==> config.mk <==
export PLATFORM = sky130hd
export DESIGN_NAME = div_unit
export DESIGN_NICKNAME = d
export VERILOG_FILES = /design/src/rtl/div_pkg.sv /design/src/rtl/div_step.sv /design/src/rtl/div_unit.sv
export SDC_FILE = /design/constraint.sdc
export NUM_CORES = 1
export LEC_CHECK = 0
export ABC_AREA = 0
export CAP_MARGIN = 10
export CORE_UTILIZATION = 45
export DETAILED_ROUTE_END_ITERATION = 8
export DONT_BUFFER_PORTS = 1
export SLEW_MARGIN = 20
export SYNTH_ARGS = -nofsm -noshare
export SYNTH_HDL_FRONTEND = slang
export SYNTH_SLANG_ARGS = --single-unit
==> constraint.sdc <==
create_clock -name clk -period 15.61 [get_ports clk]
set_input_delay 1.561 -clock clk [delete_from_list [all_inputs] [get_ports clk]]
set_output_delay 1.561 -clock clk [all_outputs]
set_load 0.005 [all_outputs]
==> src/rtl/div_pkg.sv <==
// Shared types and constants for the sequential signed divider.
package div_pkg;

  localparam int WIDTH = 32;
  localparam int CNT_W = $clog2(WIDTH) + 1;

  typedef enum logic [2:0] {
    S_IDLE = 3'd0,
    S_RUN  = 3'd1,
    S_FIX  = 3'd2,
    S_DONE = 3'd3,
    S_ZERO = 3'd4
  } div_state_t;

  function automatic logic [WIDTH-1:0] mag(
    input logic [WIDTH-1:0] v
  );
    return v[WIDTH-1] ? -v : v;
  endfunction

endpackage

==> src/rtl/div_step.sv <==
// One restoring division iteration on unsigned magnitudes.
module div_step
  import div_pkg::*;
#(
  parameter int W = WIDTH
) (
  input  logic [W-1:0] i_rem,
  input  logic [W-1:0] i_quo,
  input  logic [W-1:0] i_dvs,
  output logic [W-1:0] o_rem,
  output logic [W-1:0] o_quo
);

  logic [W:0] w_sh;
  logic [W:0] w_trial;
  logic       w_neg;

  always_comb begin
    w_sh    = {i_rem, i_quo[W-1]};
    w_trial = w_sh - {1'b0, i_dvs};
    w_neg   = w_trial[W];
    o_rem   = w_neg ? w_sh[W-1:0] : w_trial[W-1:0];
    o_quo   = {i_quo[W-2:0], ~w_neg};
  end

endmodule

==> src/rtl/div_unit.sv <==
// Multicycle signed divider: quotient to LO, remainder to HI,
// DivCtrl/DivOut/divZero handshake with the control unit.
module div_unit
  import div_pkg::*;
(
  input  logic             clk,
  input  logic             reset,
  input  logic             DivCtrl,
  input  logic [WIDTH-1:0] rs_data,
  input  logic [WIDTH-1:0] rt_data,
  output logic [WIDTH-1:0] lo_out,
  output logic [WIDTH-1:0] hi_out,
  output logic             DivOut,
  output logic             divZero
);

  localparam logic [CNT_W-1:0] LAST = CNT_W'(WIDTH - 1);

  div_state_t       r_state;
  logic [WIDTH-1:0] r_rem;
  logic [WIDTH-1:0] r_quo;
  logic [WIDTH-1:0] r_dvs;
  logic [CNT_W-1:0] r_cnt;
  logic             r_sq;
  logic             r_sr;
  logic [WIDTH-1:0] r_lo;
  logic [WIDTH-1:0] r_hi;
  logic             r_done;
  logic             r_zero;

  logic [WIDTH-1:0] w_rem;
  logic [WIDTH-1:0] w_quo;

  div_step #(.W(WIDTH)) u_step (
    .i_rem(r_rem),
    .i_quo(r_quo),
    .i_dvs(r_dvs),
    .o_rem(w_rem),
    .o_quo(w_quo)
  );

  always_ff @(posedge clk or posedge reset) begin
    if (reset) begin
      r_state <= S_IDLE;
      r_rem   <= '0;
      r_quo   <= '0;
      r_dvs   <= '0;
      r_cnt   <= '0;
      r_sq    <= 1'b0;
      r_sr    <= 1'b0;
      r_lo    <= '0;
      r_hi    <= '0;
      r_done  <= 1'b0;
      r_zero  <= 1'b0;
    end else begin
      unique case (r_state)
        S_IDLE: begin
          if (DivCtrl) begin
            if (rt_data == '0) begin
              r_zero  <= 1'b1;
              r_state <= S_ZERO;
            end else begin
              r_quo   <= mag(rs_data);
              r_dvs   <= mag(rt_data);
              r_sq    <= rs_data[WIDTH-1] ^ rt_data[WIDTH-1];
              r_sr    <= rs_data[WIDTH-1];
              r_rem   <= '0;
              r_cnt   <= '0;
              r_state <= S_RUN;
            end
          end
        end
        S_RUN: begin
          if (!DivCtrl) begin
            r_state <= S_IDLE;
          end else begin
            r_rem <= w_rem;
            r_quo <= w_quo;
            r_cnt <= r_cnt + 1'b1;
            if (r_cnt == LAST)
              r_state <= S_FIX;
          end
        end
        S_FIX: begin
          if (!DivCtrl) begin
            r_state <= S_IDLE;
          end else begin
            // negation wraps, so MIN / -1 lands on MIN with no flag
            r_lo    <= r_sq ? -r_quo : r_quo;
            r_hi    <= r_sr ? -r_rem : r_rem;
            r_done  <= 1'b1;
            r_state <= S_DONE;
          end
        end
        S_DONE: begin
          if (!DivCtrl) begin
            r_done  <= 1'b0;
            r_state <= S_IDLE;
          end
        end
        S_ZERO: begin
          if (!DivCtrl) begin
            r_zero  <= 1'b0;
            r_state <= S_IDLE;
          end
        end
        default: r_state <= S_IDLE;
      endcase
    end
  end

  assign lo_out  = r_lo;
  assign hi_out  = r_hi;
  assign DivOut  = r_done;
  assign divZero = r_zero;

endmodule

## Word level (Yosys, flattened, before mapping)

Index checks and enable logic that the tools add are counted.

| word-level totals | value |
|---|---|
| flip-flop bits (word level) | 173 |
| bits of input ports | 67 |
| output and inout port bits | 66 |
| word-level logic and storage cells | 76 |

| cells by class | value |
|---|---|
| add/subtract/negate cells | 6 |
| eq/ne operators | 14 |
| mux-type cells | 30 |
| bitwise logic cells | 3 |
| reduce and logical (&&, ||, !) cells | 12 |

Operator list:

| operator | number |
|---|---|
| $mux W32 | 11 |
| $neg A32 Y32 | 4 |
| $pmux W32 S2 | 2 |
| $sub A33 B32 Y33 | 1 |
| $logic_not A32 Y1 | 1 |
| $mux W6 | 3 |
| $ne A2 B2 Y1 const B | 8 |
| $mux W3 | 5 |
| $pmux W3 S4 | 1 |
| $pmux W6 S2 | 1 |
| $reduce_and A3 Y1 | 3 |
| $reduce_and A4 Y1 | 2 |
| $add A6 B1 Y6 const B | 1 |
| $eq A3 B2 Y1 const B | 2 |
| $eq A6 B5 Y1 const B | 1 |
| $reduce_bool A2 Y1 | 3 |
| $mux W1 | 4 |
| $pmux W1 S2 | 2 |
| $eq A3 B1 Y1 const B | 1 |
| $eq A3 B3 Y1 const B | 1 |
| $logic_not A3 Y1 | 1 |
| $ne A3 B3 Y1 const B | 1 |
| $mux W2 | 1 |
| $not A1 Y1 | 2 |
| other kinds (3) | 3 |

## Logic depth before layout (Yosys ltp)

Gate-level depths: netlist of the first run.

| depth | value |
|---|---|
| word-level depth | 5 |
| gate-level depth with buffers | 13 |
| gate-level depth less buffers | 12 |

## By module

From an unflattened synthesis of the first run, not the netlist that was laid out.

| second synthesis, totals | value |
|---|---|
| cells, all modules | 1400 |
| area, all modules | 12002.8 um^2 |

Modules (own cells, without submodules):

| module | times used | cells an instance | area each (um^2) | sequential area each (um^2) |
|---|---|---|---|---|
| div_unit | 1 | 1063 | 9404.0 | 4329.2 |
| div_step | 1 | 337 | 2598.7 | 0.0 |

## Worst setup path after synthesis of the first run

Ideal clock, no wire load.

| timing | value |
|---|---|
| path type | input to register |
| from | in rt_data[25] |
| to | reg r_sr |
| setup time | 125 ps |
| data arrival time | 4138 ps |
| required time | 15485 ps |
| slack | 11347 ps |
| stages on the path | 8 |
| buffers on the path | 1 |
| cells stage by stage | or4_1 > or3_1 > or3_1 > or4_1 > o21ai_2 > nand2b_1 > buf_2 > mux2_2 |

| between the ends | value |
|---|---|
| word-level cells in the longest chain between the ends | 3 |

Ends and longest elaborated chain:

| element | line | source |
|---|---|---|
| from (decl) | div_unit.sv:10 | `input logic [WIDTH-1:0] rt_data,` |
| $logic_not A32 Y1 | div_unit.sv:59 | `if (rt_data == '0) begin` |
| $not A1 Y1 (no line) | n/a |  |
| $reduce_and A3 Y1 (no line) | n/a |  |
| to (signal assigned) | div_unit.sv:66 | `r_sr <= rs_data[WIDTH-1];` |
| to (decl) | div_unit.sv:25 | `logic r_sr;` |

No other way between the ends.
A chain may end at the register's enable or synchronous reset.

## Final worst setup path of the first run

| timing | value |
|---|---|
| from | in rt_data[25] |
| to | reg r_rem[27] |

| between the ends | value |
|---|---|
| word-level cells in the longest chain between the ends | 3 |

Ends and longest elaborated chain:

| element | line | source |
|---|---|---|
| $logic_not A32 Y1 | div_unit.sv:59 |  |
| $ne A2 B2 Y1 (no line) | n/a |  |
| $reduce_and A4 Y1 (no line) | n/a |  |
| to (signal assigned) | div_unit.sv:77 | `r_rem <= w_rem;` |
| to (decl) | div_unit.sv:20 | `logic [WIDTH-1:0] r_rem;` |

No other way between the ends.

==> results of run 1 <==
## critical path, stage by stage
cell                       delay (ns)
sky130_fd_sc_hd__or4_1           0.56
sky130_fd_sc_hd__or3_1           0.35
sky130_fd_sc_hd__or3_1           0.33
sky130_fd_sc_hd__or4_1           0.62
sky130_fd_sc_hd__o21ai_4         0.39
sky130_fd_sc_hd__buf_4           0.79
sky130_fd_sc_hd__nor2_1          0.26
sky130_fd_sc_hd__nand2_1         0.13
sky130_fd_sc_hd__o211ai_1        0.08
## worst min-delay path by stage
stage | cells past startpoint | slack (ns) | endpoint
finish | 2 | 0.48 | r_dvs[11]$_DFFE_PP0P_
global route | 2 | 0.51 | r_dvs[25]$_DFFE_PP0P_
CTS | 2 | 0.49 | r_dvs[15]$_DFFE_PP0P_
detailed placement | 2 | 0.47 | r_dvs[11]$_DFFE_PP0P_
global placement | 2 | 0.46 | r_dvs[23]$_DFFE_PP0P_
floorplan | 2 | 0.45 | r_dvs[11]$_DFFE_PP0P_
## kinds of logic (layout without fill, tap and decap cells)
| group | Yosys count | count (layout) | synth area share, % |
|---|---|---|---|
| and+or+nand+nor | 415 | 415 | 16.9 |
| AOI/OAI and AO/OA | 400 | 400 | 21.2 |
| DFF | 173 | 173 | 38.6 |
| xor gates and xnor gates | 148 | 148 | 11.5 |
| buffers and inverters | 124 | 94 | 4.37 |
| adders and majority gates | 38 | 38 | 4.30 |
| muxes | 35 | 35 | 3.13 |
## through the flow
| step | instance area (µm²) | power [mW] |
|---|---|---|
| final | 12100 | 1.77 |
| after global routing | 12100 | 1.89 |
| after CTS | 12100 | 1.78 |
| after detailed placement | 11400 | 1.32 |
| after global placement | 11400 | 1.31 |
| after floorplan | 11200 | 1.15 |
## flip-flops by register name, indices dropped and copies added (netlist names)
| register | flops |
|---|---|
| r_cnt | 6 |
| r_quo | 32 |
| r_state | 3 |
| lo_out | 32 |
| r_rem | 32 |
| r_sq | 1 |
| hi_out | 32 |
| r_dvs | 32 |
| DivOut | 1 |
| divZero | 1 |
| r_sr | 1 |
## cells in the mapped netlist (19+ instances only)
library cell,instances
sky130_fd_sc_hd__nand2_1,217
sky130_fd_sc_hd__o21ai_0,181
sky130_fd_sc_hd__dfrtp_1,173
sky130_fd_sc_hd__xor2_1,106
sky130_fd_sc_hd__a21oi_1,80
sky130_fd_sc_hd__nor2_1,79
sky130_fd_sc_hd__inv_1,56
sky130_fd_sc_hd__clkbuf_1,47
sky130_fd_sc_hd__xnor2_1,42
sky130_fd_sc_hd__o31ai_1,41
sky130_fd_sc_hd__ha_1,37
sky130_fd_sc_hd__mux2i_1,34
sky130_fd_sc_hd__o41ai_1,19
## cell type report
cell class,count,area [µm²],share of cell area (%)
inverter,56,215,1.78
clock buffer,19,433,3.59
timing repair buffer,6,57.6,0.477
tap,324,405,3.36
multi-input combinational,1036,6450,53.5
clock inverter,13,179,1.48
sequential,173,4330,35.9
## metal layers
layer | vias to the layer above | routed length [µm] | part of all wire, %
met1 | 4246 | 14400 | 53
met4 | 2 | 539 | 2.0
met3 | 37 | 1290 | 4.7
met5 | - | 63 | 0.23
li1 | 4588 | - | -
met2 | 199 | 11000 | 40
## power by group through the flow
| stage | combinational (mW) | sequential [mW] | clock (mW) |
|---|---|---|---|
| 2_1_floorplan | 0.576 | 0.576 | 0 |
| 5_1_grt | 0.796 | 0.621 | 0.476 |
| 3_3_place_gp | 0.698 | 0.616 | 0 |
| 6_report | 0.707 | 0.610 | 0.449 |
| 3_5_place_dp | 0.702 | 0.617 | 0 |
| 4_1_cts | 0.707 | 0.609 | 0.460 |
==> run summary, run 1 <==
• **predominant post-synthesis flop cell** sky130_fd_sc_hd__dfrtp_1
• **height of the die** 160 µm
• **CP Max Fanout** 105
• **die extent in x** 160 µm
• **launch instance of the worst register-to-register path** r_quo[31]$_DFFE_PP0P_
• **fraction of post-synthesis cell area in the top cell type by area** 38.6%
• **TritonCTS clock tree** yes
• **worst-margin pin slew** 1.06 ns
• **final period demand of the worst path** 4.79 ns
• **switching power summed over all nets** 0.697 mW
• **unrepaired setup endpoints after global routing** no
• **maximum level of the CTS H-tree** 4
• **cell types with the largest area share after synthesis** sky130_fd_sc_hd__dfrtp_1 (39%), sky130_fd_sc_hd__xor2_1 (8.3%), sky130_fd_sc_hd__o21ai_0 (8.1%)
• **worst setup path end** r_rem[27]$_DFFE_PP0P_
• **global-route wire length before repair** 45200 µm
• **data arrival at the endpoint of the critical path** 5.08 ns
• **type of the worst setup path** in2reg
• **Final Worst Setup Slack** 10.82 ns
• **Clock power frac** 25.4%
• **Post-Route WL** 27300 µm
• **post-synthesis net count** 1438
• **met1 Track Usage GR** 34.3%
• **total grt overflow** 0
• **most common cell after layout, fill and taps aside** sky130_fd_sc_hd__nand2_1
• **Detail Route Antenna Nets** 0
• **post-placement cell count** 1594
• **gate count of the mapped netlist** 1333
• **Syn Area/Cell** 8.42 µm²
• **Finish-stage setup viols** 0
• **run status** finished clean
• **power per standard cell area** 146 nW/µm²
• **VDD IR-drop max** 0.0000931 V
• **Reg power frac** 34.5%
• **hpwl dp** 19900 µm
• **number of buffers on the longest clock path** 2
• **busiest metal layer after global routing** met1
• **end-of-flow core utilization** 49.5%
• **launch point of the worst path** rt_data[25]
• **yosys warns** 0
• **post-synth design cell area** 11200 µm²
• **number of global-route vias before repair** 8554
• **IO buf count** 0
• **count of vias placed by the detailed router** 9072
• **setup skew after layout** 0.0158 ns
• **number of standard cells in the layout, taps in and fillers out** 1627
• **required time worst endpoint** 15.90 ns
• **TritonCTS buffer count** 17
• **depth of the worst register-to-register path** 13
• **PostCTS Resize Cnt** 0
• **routed wire length per instance** 16.8 µm
• **endpoint class of the critical path** flip-flop
• **starting density of the core** 46.0%
• **DRC** 0
• **number of enable flip-flop cells after synthesis** 0
• **routed via count divided by cell count** 5.58
• **antenna violations before repair** 0
• **floorplan core area** 24400 µm²
• **number of violations of the max-capacitance limit** 0
• **startpoint kind of the worst setup timing path** input port
• **Max Fclk** 209 MHz
• **summed negative setup slack over all endpoints** 0 ns
• **maximum number of pins on one net before global-route repair** 109
• **top-level I/O count** 133
• **share of cells above drive strength 1** 4.60%
• **start point of the worst hold path** r_dvs[11]$_DFFE_PP0P_
• **Final Hold Fails** 0
• **worst slew slack as a fraction of its limit** 29.0%
• **met2 capacity usage during global routing** 30.3%
• **Worst-Skew Late Latency** 0.44 ns
• **Leak** 5.38 nW
• **number of rows created at floorplan** 57
• **met3 track utilization from global routing** 3.53%
• **proportion of power drawn by combinational gates** 40.0%
• **path type of the worst min-delay path** reg2reg
• **hold slack final** 0.479 ns
• **global router's overall resource usage** 21.9%
• **register-to-register setup slack** 11.71 ns
• **number of detailed-routing iterations run before antenna repair** 5
• **signed area change from the synthesized netlist to the final layout** 7.53%
• **share of synthesized registers carrying an async set or reset** 100%
• **Setup Buffers After CTS** 0
• **max-slew violations** 0
• **Clock transition at path regs** 0.07 ns
• **portion of the post-synthesis area used by sequential elements** 38.6%
• **DR iter-0 viols** 641
• **fill cell count** 2423
• **master cell of the clock root buffer** sky130_fd_sc_hd__clkbuf_16
• **area enclosed by the die boundary** 25600 µm²
• **commonest cells after routing, fill and taps aside** sky130_fd_sc_hd__nand2_1 (217), sky130_fd_sc_hd__o21ai_0 (181), sky130_fd_sc_hd__dfrtp_1 (173)
• **final-stage net count** 1395
• **endpoint of the most critical register-to-register path** r_rem[0]$_DFFE_PP0P_
• **GPL Wtd Cong** 0.903
• **cell type with the largest total area after synthesis** sky130_fd_sc_hd__dfrtp_1
• **quantity of hold-fixing buffers added after cts** 0
• **period utilization** 30.7%
• **Internal Power** 1.07 mW
• **clock sinks** 173
• **Sw Ratio** 39.5%
• **placement-stage worst setup slack** 10.34 ns
• **count of state elements after synthesis** 173
• **post-synthesis cell type count** 66
• **number of diodes** 0
No activity file was read; power rests on OpenSTA's default activity.
==> run 2: changes to the inputs <==
==> constraint.sdc (replaced) <==
create_clock -name clk -period 4.6 [get_ports clk]
set_input_delay 0.46 -clock clk [delete_from_list [all_inputs] [get_ports clk]]
set_output_delay 0.46 -clock clk [all_outputs]
set_load 0.005 [all_outputs]
==> run summary, run 2 (synthesized netlist as in run 1, its figures left out) <==
• **routed via count divided by cell count** 5.53, was 5.58
• **global router's overall resource usage** 22.3%, was 21.9%
• **die extent in x** 160 µm, unchanged
• **worst-margin pin slew** 1.09 ns, was 1.06 ns
• **wire length on met2** 11200 µm, was 11000 µm
• **Leak** 5.38 nW, about the same
• **uppermost layer routed** met4, was met5
• **wire length on met3** 1270 µm, was 1290 µm
• **TritonCTS clock tree** yes, unchanged
• **final period demand of the worst path** 3.88 ns
• **data arrival at the endpoint of the critical path** 4.15 ns, was 5.08 ns
• **number of buffers on the longest clock path** 2, unchanged
• **floorplan core area** 24400 µm², unchanged
• **IO buf count** 0, unchanged
• **run status** finished clean, unchanged
• **power per standard cell area** 495 nW/µm², was 146 nW/µm²
• **detailed-routing wirelength on met1** 14800 µm, was 14400 µm
• **DR iter-0 viols** 700, was 641
• **maximum number of pins on one net before global-route repair** 174, was 109
• **Worst-Skew Late Latency** 0.43 ns, was 0.44 ns
• **CP Max Fanout** 15, was 105
• **DRC** 0, unchanged
• **Post-Route WL** 27700 µm, was 27300 µm
• **required time worst endpoint** 4.87 ns, was 15.90 ns
• **launch instance of the worst register-to-register path** r_rem[12]$_DFFE_PP0P_, was r_quo[31]$_DFFE_PP0P_
• **register-to-register setup slack** 0.72 ns, was 11.71 ns
• **area enclosed by the die boundary** 25600 µm², unchanged
• **maximum level of the CTS H-tree** 4, unchanged
• **worst slew slack as a fraction of its limit** 27.3%, was 29.0%
• **Clock transition at path regs** 0.07 ns, about the same
• **number of detailed-routing iterations run before antenna repair** 5, unchanged
• **GPL Wtd Cong** 0.891, was 0.903
• **height of the die** 160 µm, unchanged
• **depth of the worst register-to-register path** 11, was 13
• **placement-stage worst setup slack** 0.869 ns, was 10.34 ns
• **hpwl dp** 20100 µm, was 19900 µm
• **number of standard cells in the layout, taps in and fillers out** 1629, was 1627
• **Finish-stage setup viols** 0, unchanged
• **launch point of the worst path** r_rem[12]$_DFFE_PP0P_, was rt_data[25]
• **type of the worst setup path** reg2reg, was in2reg
• **worst setup path end** r_rem[14]$_DFFE_PP0P_, was r_rem[27]$_DFFE_PP0P_
• **setup skew after layout** 0.0108 ns, was 0.0158 ns
• **routed wire length per instance** 17.0 µm, was 16.8 µm
• **Detail Route Antenna Nets** 0, unchanged
• **unrepaired setup endpoints after global routing** no, unchanged
• **max-slew violations** 0, unchanged
• **Setup Buffers After CTS** 0, unchanged
• **VDD IR-drop max** 0.000221 V, was 0.0000931 V
• **top-level I/O count** 133, unchanged
• **clock sinks** 173, unchanged
• **path type of the worst min-delay path** in2reg, was reg2reg
• **number of violations of the max-capacitance limit** 0, unchanged
• **summed negative setup slack over all endpoints** 0 ns, unchanged
• **total power** 5.98 mW, was 1.77 mW
• **period utilization** 84.3%
• **quantity of hold-fixing buffers added after cts** 0, unchanged
• **share of cells above drive strength 1** 4.90%, was 4.60%
• **Final Worst Setup Slack** 0.723 ns, was 10.82 ns
• **endpoint of the most critical register-to-register path** r_rem[14]$_DFFE_PP0P_, was r_rem[0]$_DFFE_PP0P_
• **commonest cells after routing, fill and taps aside** sky130_fd_sc_hd__nand2_1 (217), sky130_fd_sc_hd__o21ai_0 (181), sky130_fd_sc_hd__dfrtp_1 (173), unchanged
• **master cell of the clock root buffer** sky130_fd_sc_hd__clkbuf_16, unchanged
• **fill cell count** 2354, was 2423
• **startpoint kind of the worst setup timing path** flip-flop, was input port
• **Post-Layout Inst Area** 12100 µm², about the same
• **starting density of the core** 46.0%, unchanged
• **final-stage net count** 1397, was 1395
• **endpoint class of the critical path** flip-flop, unchanged
• **post-placement cell count** 1597, was 1594
• **placed cell areas** 11500 µm², was 11400 µm²
• **Final Hold Fails** 0, unchanged
• **total grt overflow** 0, unchanged
• **global-route wire length before repair** 45700 µm, was 45200 µm
• **most common cell after layout, fill and taps aside** sky130_fd_sc_hd__nand2_1, unchanged
• **TritonCTS buffer count** 17, unchanged
• **count of vias placed by the detailed router** 9010, was 9072
• **antenna violations before repair** 0, unchanged
• **number of global-route vias before repair** 8560, was 8554
• **number of diodes** 0, unchanged
• **PostCTS Resize Cnt** 0, unchanged
• **signed area change from the synthesized netlist to the final layout** 7.72%, was 7.53%
• **Max Fclk** 258 MHz
• **number of rows created at floorplan** 57, unchanged
run 2: cell types whose count changed in the layout (fill, tap and decap cells not counted), moves of 2 or more:
cell / change
sky130_fd_sc_hd__buf_12: +2
sky130_fd_sc_hd__bufinv_16: -2
sky130_fd_sc_hd__clkbuf_1: -2
sky130_fd_sc_hd__clkinvlp_4: +2
sky130_fd_sc_hd__inv_6: -2
run 2: layout make-up:
type                    instances  area, µm²  share of cell area, %
clock buffers                  18        439                   3.63
clock inverters                14        154                   1.27
flip-flops and latches        173       4330                   35.8
repair buffers                  8       97.6                  0.807
well taps                     324        405                   3.35
inverters                      56        214                   1.77
multi-input cells            1036       6450                   53.4
run 2: worst min path at each step:
stage / from / slack (ns) / cells past startpoint / end
final: DivCtrl / 0.17 / 2 / divZero$_DFFE_PP0P_
after global routing: rs_data[31] / 0.18 / 1 / r_sr$_DFFE_PP0P_
after CTS: DivCtrl / 0.16 / 2 / divZero$_DFFE_PP0P_
after detailed placement: r_dvs[15]$_DFFE_PP0P_ / 0.47 / 2 / r_dvs[15]$_DFFE_PP0P_
after global placement: r_dvs[23]$_DFFE_PP0P_ / 0.46 / 2 / r_dvs[23]$_DFFE_PP0P_
after floorplan: r_dvs[11]$_DFFE_PP0P_ / 0.45 / 2 / r_dvs[11]$_DFFE_PP0P_
run 2: stage by stage:
stage | hold WS [ns] | utilization (%)
detailed placement | 0.471 | 47.1
CTS | 0.162 | 49.6
global placement | 0.464 | 47.1
finish | 0.173 | 49.6
global route | 0.182 | 49.6
floorplan | 0.450 | -
run 2: report_power, final:
group          internal, mW  total [mW]  switching, mW
Combinational          1.04        2.47           1.43
Clock                 0.783        1.46          0.675
Sequential             1.73        2.05          0.318
run 2: layer usage:
layer	GRT usage, %	vias up
met3	3.48	20
met4	6.28	0
li1	-	4588
met2	31.0	221
met5	0	-
met1	35.1	4181
run 2: critical path, cell delays in order (launching register included):
cell and delay (ns):
sky130_fd_sc_hd__dfrtp_1 0.47, sky130_fd_sc_hd__ha_1 0.45, sky130_fd_sc_hd__nand4_1 0.19, sky130_fd_sc_hd__a2111oi_0 0.43
sky130_fd_sc_hd__o21ai_0 0.27, sky130_fd_sc_hd__a21boi_1 0.27, sky130_fd_sc_hd__o21ai_1 0.15, sky130_fd_sc_hd__o21bai_1 0.49
sky130_fd_sc_hd__xor2_4 0.34, sky130_fd_sc_hd__buf_4 0.35, sky130_fd_sc_hd__mux2i_1 0.21, sky130_fd_sc_hd__o21ai_0 0.09
==> run 3: changes to the inputs <==
==> constraint.sdc (replaced) <==
create_clock -name clk -period 3.7 [get_ports clk]
set_input_delay 0.37 -clock clk [delete_from_list [all_inputs] [get_ports clk]]
set_output_delay 0.37 -clock clk [all_outputs]
set_load 0.005 [all_outputs]
==> run summary, run 3 (synthesized netlist as in run 1, its figures left out) <==
• **required time worst endpoint** 3.97 ns, was 4.87 ns
• **worst slew slack as a fraction of its limit** 29.5%, was 27.3%
• **die extent in x** 160 µm, unchanged
• **worst-margin pin slew** 1.06 ns, was 1.09 ns
• **number of global-route vias before repair** 8599, was 8560
• **data arrival at the endpoint of the critical path** 3.65 ns, was 4.15 ns
• **unrepaired setup endpoints after global routing** no, unchanged
• **period utilization** 91.3%, was 84.3%
• **crit path max-delay cell type** sky130_fd_sc_hd__fa_1, was sky130_fd_sc_hd__o21bai_1
• **endpoint class of the critical path** flip-flop, unchanged
• **Critical path buffers and inverters** 3, was 1
• **share of cells above drive strength 1** 5.41%, was 4.90%
• **final period demand of the worst path** 3.38 ns, was 3.88 ns
• **height of the die** 160 µm, unchanged
• **antenna violations before repair** 0, unchanged
• **routed via count divided by cell count** 5.53, about the same
• **hold slack final** 0.0730 ns, was 0.173 ns
• **TritonCTS clock tree** yes, unchanged
• **IO buf count** 0, unchanged
• **Detail Route Antenna Nets** 0, unchanged
• **detailed-routing wirelength on met1** 14600 µm, was 14800 µm
• **maximum number of pins on one net before global-route repair** 174, unchanged
• **Clock transition at path regs** 0.07 ns, about the same
• **final-stage net count** 1404, was 1397
• **launch instance of the worst register-to-register path** r_quo[31]$_DFFE_PP0P_, was r_rem[12]$_DFFE_PP0P_
• **Leak** 5.45 nW, was 5.38 nW
• **fill cell count** 2383, was 2354
• **number of rows created at floorplan** 57, unchanged
• **top cell family by delay on the critical path** compound AO/OA/AOI/OAI gates, unchanged
• **path type of the worst min-delay path** in2reg, unchanged
• **global-route wire length before repair** 45500 µm, was 45700 µm
• **CP Max Fanout** 16, was 15
• **wire length on met2** 10900 µm, was 11200 µm
• **most common cell after layout, fill and taps aside** sky130_fd_sc_hd__nand2_1, unchanged
• **TritonCTS buffer count** 17, unchanged
• **uppermost layer routed** met4, unchanged
• **number of buffers on the longest clock path** 2, unchanged
• **number of diodes** 0, unchanged
• **top-level I/O count** 133, unchanged
• **Worst-Skew Late Latency** 0.44 ns, was 0.43 ns
• **start point of the worst hold path** DivCtrl, unchanged
• **clock sinks** 173, unchanged
• **VDD IR-drop max** 0.000372 V, was 0.000221 V
• **register-to-register setup slack** 0.32 ns, was 0.72 ns
• **number of detailed-routing iterations run before antenna repair** 5, unchanged
• **GPL Wtd Cong** 0.930, was 0.891
• **setup skew after layout** 0.0114 ns, was 0.0108 ns
• **commonest cells after routing, fill and taps aside** sky130_fd_sc_hd__nand2_1 (217), sky130_fd_sc_hd__o21ai_0 (181), sky130_fd_sc_hd__dfrtp_1 (173), unchanged
• **master cell of the clock root buffer** sky130_fd_sc_hd__clkbuf_16, unchanged
• **signed area change from the synthesized netlist to the final layout** 8.68%, was 7.72%
• **maximum level of the CTS H-tree** 4, unchanged
• **quantity of hold-fixing buffers added after cts** 0, unchanged
• **Finish-stage setup viols** 0, unchanged
• **endpoint of the most critical register-to-register path** r_rem[22]$_DFFE_PP0P_, was r_rem[14]$_DFFE_PP0P_
• **max-slew violations** 0, unchanged
• **starting density of the core** 46.0%, unchanged
• **area enclosed by the die boundary** 25600 µm², unchanged
• **Max Fclk** 296 MHz, was 258 MHz
• **power per standard cell area** 623 nW/µm², was 495 nW/µm²
• **type of the worst setup path** reg2reg, unchanged
• **DR iter-0 viols** 692, was 700
• **depth of the worst register-to-register path** 14, was 11
• **summed negative setup slack over all endpoints** 0 ns, unchanged
• **DRC** 0, unchanged
• **run status** finished clean, unchanged
• **startpoint kind of the worst setup timing path** flip-flop, unchanged
• **Cells on Worst Hold Path** 2, unchanged
• **total grt overflow** 0, unchanged
• **wire length on met3** 1500 µm, was 1270 µm
• **Final Hold Fails** 0, unchanged
• **number of violations of the max-capacitance limit** 0, unchanged
• **Max stage delay on crit path** 0.40 ns, was 0.49 ns
• **routed wire length per instance** 16.8 µm, was 17.0 µm
• **total power** 7.60 mW, was 5.98 mW
• **global router's overall resource usage** 22.1%, was 22.3%
• **ordered cell list for the critical path** inv_1, ha_1, fa_1, nor2b_1, o2111a_1, o21ai_0, a21boi_1, o21ai_1, o21bai_1, buf_4, xor2_4, buf_4, mux2i_1, o21ai_0, was ha_1, nand4_1, a2111oi_0, o21ai_0, a21boi_1, o21ai_1, o21bai_1, xor2_4, buf_4, mux2i_1, o21ai_0
• **Post-Route WL** 27500 µm, was 27700 µm
• **count of vias placed by the detailed router** 9055, was 9010
• **floorplan core area** 24400 µm², unchanged
• **endpoint of the worst hold path** divZero$_DFFE_PP0P_, unchanged
• **hpwl dp** 20300 µm, was 20100 µm
## run 3: metrics by stage
stage	util, %	std cells	setup slack, ns	cell area, µm²
floorplan	-	1333	0.407	11200
global placement	47.4	1604	0.342	11600
detailed placement	47.4	1604	0.329	11600
CTS	50.0	1636	0.345	12200
global route	50.0	1636	0.00910	12200
finish	50.0	1636	0.322	12200
## run 3: what timing repair did
| item | 4_1_cts | 5_1_grt |
|---|---|---|
| setup buffers | 0 | 0 |
| endpoints found under the setup margin | 0 | 16 |
| resized for setup | 0 | 1 |
## run 3: area by class of cell
| class | instances | area, µm² | area share (%) |
|---|---|---|---|
| well taps | 324 | 405 | 3.32 |
| inverters | 56 | 214 | 1.75 |
| clock inverters | 13 | 175 | 1.44 |
| clock buffers | 19 | 453 | 3.71 |
| flip-flops and latches | 173 | 4330 | 35.5 |
| repair buffers | 15 | 175 | 1.44 |
| multi-input cells | 1036 | 6450 | 52.9 |
## run 3: worst max path at each step
stage	from	endpoint	slack, ns	cells past startpoint
2_1_floorplan	r_rem[13]$_DFFE_PP0P_	r_rem[17]$_DFFE_PP0P_	0.41	12
4_1_cts	r_quo[31]$_DFFE_PP0P_	r_rem[22]$_DFFE_PP0P_	0.34	14
6_report	r_quo[31]$_DFFE_PP0P_	r_rem[22]$_DFFE_PP0P_	0.32	14
5_1_grt	r_rem[13]$_DFFE_PP0P_	r_rem[24]$_DFFE_PP0P_	0.009	12
3_3_place_gp	rt_data[25]	r_quo[4]$_DFFE_PP0P_	0.34	8
3_5_place_dp	rt_data[25]	r_quo[1]$_DFFE_PP0P_	0.33	8
## run 3: power breakdown
part	internal [mW]	switching (mW)
sequential	2.16	0.389
clock	1.12	0.810
combinational	1.34	1.79
total	4.61	2.99
## run 3: metal layers
layer | vias up | global-route usage (%)
met3 | 35 | 4.03
met4 | 0 | 6.88
li1 | 4611 | -
met2 | 209 | 30.0
met5 | - | 0
met1 | 4200 | 34.9
## run 3: worst reg2reg max path: cells and delay by family, from the launching register on
kind / cells / cell delay [ns]
XOR/XNOR: 1 / 0.19
multiplexers: 1 / 0.23
AND/OR/NAND/NOR: 1 / 0.18
flip-flops: 1 / 0.37
AO/OA/AOI/OAI: 6 / 1.06
adder cells (fa/ha/maj): 2 / 0.62
buffers and inverters: 3 / 0.56
